===== src/rtl/usb_rx_edge_filter.sv =====
`default_nettype none
// ============================================================================
//  Module   : usb_rx_edge_filter
//  Purpose  : Per-channel synchroniser, run-length glitch filter and
//             mode-selectable edge qualifier for USB receive line inputs.
//  Revision : 1.0  initial release
// ============================================================================
module usb_rx_edge_filter #(
    parameter int   NUM_CH      = 2,
    parameter int   SYNC_STAGES = 2,
    parameter int   FILT_LEN    = 2,
    parameter logic IDLE_VAL    = 1'b1
) (
    input  logic              clk,
    input  logic              n_rst,
    input  logic [NUM_CH-1:0] line_in,
    input  logic [1:0]        mode,
    input  logic              clear,
    output logic [NUM_CH-1:0] filt_out,
    output logic [NUM_CH-1:0] edge_pulse,
    output logic [NUM_CH-1:0] edge_sticky,
    output logic              edge_any,
    output logic [NUM_CH-1:0] glitch
);

    localparam int              CNT_W     = $clog2(FILT_LEN + 1);
    localparam logic [CNT_W-1:0] C_CNT_MAX = CNT_W'(FILT_LEN - 1);
    localparam logic [CNT_W-1:0] C_CNT_ONE = CNT_W'(1);

    localparam logic [1:0] C_MODE_RISE = 2'b01;
    localparam logic [1:0] C_MODE_FALL = 2'b10;
    localparam logic [1:0] C_MODE_ANY  = 2'b11;

    logic [NUM_CH-1:0] r_filt;
    logic [NUM_CH-1:0] r_pulse;
    logic [NUM_CH-1:0] r_sticky;
    logic [NUM_CH-1:0] r_glitch;
    logic              r_any;

    logic [NUM_CH-1:0] w_s;
    logic [NUM_CH-1:0] w_upd;
    logic [NUM_CH-1:0] w_glitch_nxt;
    logic [NUM_CH-1:0] w_pulse_nxt;
    logic [NUM_CH-1:0] w_sticky_nxt;
    logic [NUM_CH-1:0] w_filt_nxt;

    genvar i;
    generate
        for (i = 0; i < NUM_CH; i++) begin : g_ch
            logic [SYNC_STAGES-1:0] r_sync;
            logic [CNT_W-1:0]       r_cnt;
            logic                   w_differ;

            always_ff @(posedge clk or negedge n_rst) begin
                if (!n_rst) begin
                    r_sync <= {SYNC_STAGES{IDLE_VAL}};
                end else begin
                    r_sync <= {r_sync[SYNC_STAGES-2:0], line_in[i]};
                end
            end

            assign w_s[i]          = r_sync[SYNC_STAGES-1];
            assign w_differ        = (w_s[i] != r_filt[i]);
            assign w_upd[i]        = w_differ && (r_cnt == C_CNT_MAX);
            // A run that collapses back to the current level before reaching
            // FILT_LEN samples is reported as a glitch when it ends.
            assign w_glitch_nxt[i] = !w_differ && (r_cnt != '0);

            always_ff @(posedge clk or negedge n_rst) begin
                if (!n_rst) begin
                    r_cnt <= '0;
                end else if (!w_differ || w_upd[i]) begin
                    r_cnt <= '0;
                end else begin
                    r_cnt <= r_cnt + C_CNT_ONE;
                end
            end
        end
    endgenerate

    // Mode is only consulted on the cycle a new level is accepted.
    always_comb begin
        w_pulse_nxt = '0;
        case (mode)
            C_MODE_RISE: w_pulse_nxt = w_upd & w_s;
            C_MODE_FALL: w_pulse_nxt = w_upd & ~w_s;
            C_MODE_ANY:  w_pulse_nxt = w_upd;
            default:     w_pulse_nxt = '0;
        endcase
    end

    assign w_filt_nxt   = (r_filt & ~w_upd) | (w_s & w_upd);
    assign w_sticky_nxt = (r_sticky & ~{NUM_CH{clear}}) | w_pulse_nxt;

    always_ff @(posedge clk or negedge n_rst) begin
        if (!n_rst) begin
            r_filt   <= {NUM_CH{IDLE_VAL}};
            r_pulse  <= '0;
            r_sticky <= '0;
            r_glitch <= '0;
            r_any    <= 1'b0;
        end else begin
            r_filt   <= w_filt_nxt;
            r_pulse  <= w_pulse_nxt;
            r_sticky <= w_sticky_nxt;
            r_glitch <= w_glitch_nxt;
            r_any    <= |w_pulse_nxt;
        end
    end

    assign filt_out    = r_filt;
    assign edge_pulse  = r_pulse;
    assign edge_sticky = r_sticky;
    assign glitch      = r_glitch;
    assign edge_any    = r_any;

endmodule
`default_nettype wire


===== config.mk =====
export PLATFORM = sky130hd
export DESIGN_NAME = usb_rx_edge_filter
export DESIGN_NICKNAME = d
export VERILOG_FILES = /design/src/rtl/usb_rx_edge_filter.sv
export SDC_FILE = /design/constraint.sdc
export NUM_CORES = 1
export LEC_CHECK = 0
export BUFFER_PORTS_ARGS = -buffer_cell sky130_fd_sc_hd__buf_4
export CAP_MARGIN = 40
export CORE_MARGIN = 1.5
export CORE_UTILIZATION = 35
export CTS_CLUSTER_DIAMETER = 120
export DETAILED_ROUTE_END_ITERATION = 6
export SLEW_MARGIN = 20
export SYNTH_ARGS = -nofsm -noshare
export SYNTH_HDL_FRONTEND = slang
export SYNTH_SLANG_ARGS = --single-unit

===== constraint.sdc =====
create_clock -name clk -period 1.09 [get_ports clk]
set_clock_uncertainty 0.15 [all_clocks]
set_input_delay 0.109 -clock clk [delete_from_list [all_inputs] [get_ports clk]]
set_output_delay 0.109 -clock clk [all_outputs]
set_load 0.1 [all_outputs]

# Yosys cells after proc, flatten, opt, wreduce, memory -nomap -nowiden
# Cells that the tools add are included.
# totals
regBits	17
inputBits	7
out_inout_bits	9
elab_cells	41
# op_classes
n_addsub	2
n_eq_ne	7
n_mux	3
n_bitwise	9
reduce_logical	11
# op_table
operator	count
$and A2 B2 Y2	4
$eq A2 B1 Y1 const B	3
$not A2 Y2	3
$pmux W2 S3	1
$add A2 B1 Y2 const B	2
$eq A2 B2 Y1 const B	2
$logic_and A1 B1 Y1	4
$mux W2	2
$or A2 B2 Y2	2
$reduce_bool A2 Y1	2
$logic_not A1 Y1	2
$logic_or A1 B1 Y1	2
$ne A1 B1 Y1	2
$reduce_or A2 Y1	1

# Longest topological paths before layout
# depth
ltp_word	5
mapped_depth	4
depth_no_buf	4

# Worst setup path before layout
# OpenSTA, ideal clock, no wires.
# synth_timing
path_kind	register to register
from	register with a tool-made name
to	register r_sticky[0], in the netlist edge_sticky[0]
setup_ns	0.126
t_arrival_ns	1.329
required_time_ns	0.814
slack_ns	-0.515
stages_incl_launch_ff	4
n_path_buf	0
period_less_slack_ns	1.605
cell_sequence	dfstp_2 and3b_1 o21ai_2 o21ai_1
# synth_lines
item	line_no	rtl
end signal: assignment	105	r_sticky <= w_sticky_nxt;
end: declaration	36	logic [NUM_CH-1:0] r_sticky;

==> impl_results.md <==
- Initial antenna violation count: 0
- Routed Antenna Nets: 0
- Hold Violations, Final: 0
- Slew HR: between 80 and 90%
- Final worst slack: -0.332 ns
- Area grow syn2layout: 70.1%
- Synth area leader: dfrtp_1
- Mapped Area: 657 um2
- # setup viols final: 22
- Yosys reg bits: 17
- R2r endpoint: glitch[0]
- Clk Latency, worst-skew pair: 0.27 ns
- H-tree depth: 1
- Critical Path Start Type: register
- Pins over their slew limit: 0
- Violated checks: negative setup slack
- Fill count: approximately 140
- Syn Area/Cell: 13.7 um2
- Total die area: between 2000 and 2500 um2
- Fin nets: 90
- Routed vias: 427
- IO Pins: 16
- Max-cap violations: 0
- Clock sink count: 17
- Total wire length: roughly 1.0 mm
- First-pass GRT wire length: about 1.6 mm
- Post-synth top area share: 41.9%
- Core area: about 1700 um2
- Synth Instances: 48
- RSZ-0062 raised after global routing: yes
- Hold Path Class: input pin to asynchronous set/reset pin
- Routed length per instance: 9.74 um
- Fin crit share: 130%
- Final Critical Period: ~1.4 ns
- Warnings, synthesis: 0
- Num CTS Buffers: 3
- Status: finished with violations
- Largest net degree at the start of global routing: 18
- Std-Cell Rows: 15
- RePlAce Congestion: between 0.6 and 0.7
- Via density: 4.15
- Die X: ~46 um
- PortBufs: 15
- Worst Setup End Kind: output pin
- DRC: 0
- Die H: between 40 and 50 um
- Critical Path, Cell by Cell: buf_6, buf_12
- Hpwl dp: 671 um
- Arrival time at the worst endpoint: 1.16 ns
- Maximum clock frequency: 703 MHz
- Setup CP Type: register to output pin
- Largest stage delay on the critical path: 0.62 ns
- Iteration-0 DRC Markers: 0
- Reg2reg path depth: 4
- GRT Residual Overflow: 0
- Syn Nets: 59
- Place WS: -0.221 ns
- 1st-pass router iterations: 1
- Crit path max fanout: 3
- Gr usage total: 11.5%
- Critical-path top delay cell: dfstp_4
- Reg clk slew, reported paths: 0.08 ns
- Fraction of layout cells with a size suffix above 1: 64.1%
- Worst EP required: 0.83 ns
- CTS tree: yes
- Synth unique cells: 13
- Sequential area share after synthesis: 65.9%
- Worst Max-Slew Pin Slew: 0.202 ns
- Most frequent cells in the layout: buf_4 (11), inv_1 (7), dfrtp_1 (6)
- Reg2reg setup slack: -0.26 ns
- Ant. Diodes: 0
- CTS root buf: clkbuf_4
- Starting Density: a little under two fifths
- Vias in the first global route: 382
- Largest cells by area after synthesis: dfrtp_1 (42%), dfstp_2 (24%), ha_1 (7.6%)
- Commonest non-fill, non-tap cell in the layout: buf_4
- Setup crit end: filt_out[0]
- CTS max path bufs: 2
==> layout make-up <==
class	count	area, um2	area share (%)
flip-flops and latches	17	447	40.0
clock buffers	4	26.3	2.35
repair buffers	26	297	26.5
inverters	8	30.0	2.69
well taps	25	31.3	2.80
multi-input cells	23	287	25.6
==> per-stage QoR <==
step,std cells,TNS [ns],instance area [um2],hold WS (ns),util [%]
final,103,-3.14,1120,0.0676,64.0
after CTS,102,-3.16,1060,0.0612,60.7
after detailed placement,93,-2.04,852,-0.168,48.8
after global routing,103,-3.99,1120,0.0621,64.0
after global placement,93,-1.92,852,-0.171,48.8
after floorplan,48,-3.49,671,-0.337,-
==> critical path: cells and delay by family (launching register included) <==
kind	cells	cell delay, ns
DFF	1	0.62
buffers and inverters	2	0.26
==> cell usage after synthesis, drive strengths merged <==
library cell  count
nor2b             2
inv               8
nor3              2
xnor2             2
nor3b             2
mux2              2
ha                4
nand2             1
and3b             4
o21ai             4
dfstp             6
dfrtp            11
==> worst min-delay path by stage <==
stage / from / end / slack (ns) / depth (start not counted)
global route: mode[0] / edge_pulse[1] / 0.06 / 4
CTS: n_rst / g_ch[1].r_cnt[1] / 0.06 / 2
finish: n_rst / g_ch[1].r_cnt[1] / 0.07 / 2
floorplan: n_rst / edge_any / -0.34 / 0
detailed placement: n_rst / g_ch[1].r_cnt[1] / -0.17 / 1
global placement: n_rst / g_ch[1].r_cnt[0] / -0.17 / 1
==> cell families after synthesis <==
kind of cell / synth area share [%]
AO/OA/AOI/OAI: 4.19
XOR/XNOR: 2.67
adder cells (fa/ha/maj): 7.62
buffers and inverters: 4.57
flip-flops: 65.9
multiplexers: 3.43
AND/OR/NAND/NOR: 11.6
==> timing repair <==
item / 4_1_cts / 5_1_grt
pin swaps: 2 / 2
hold endpoints to repair: 21 / 0
endpoints found under the setup margin: 22 / 22
setup buffers: 1 / 1
gates resized for setup: 30 / 8
hold buffers: 4 / 0
==> routing by layer <==
metal	wire length, um	vias to the layer above	track usage [%]
li1	-	214	-
met1	422	198	12.8
met2	516	13	18.3
met3	54	2	7.06
met4	9	0	3.43
met5	0	-	0
Power is not shown: default switching activity piles up to over one toggle a cycle in this logic, so the estimate is an artifact.
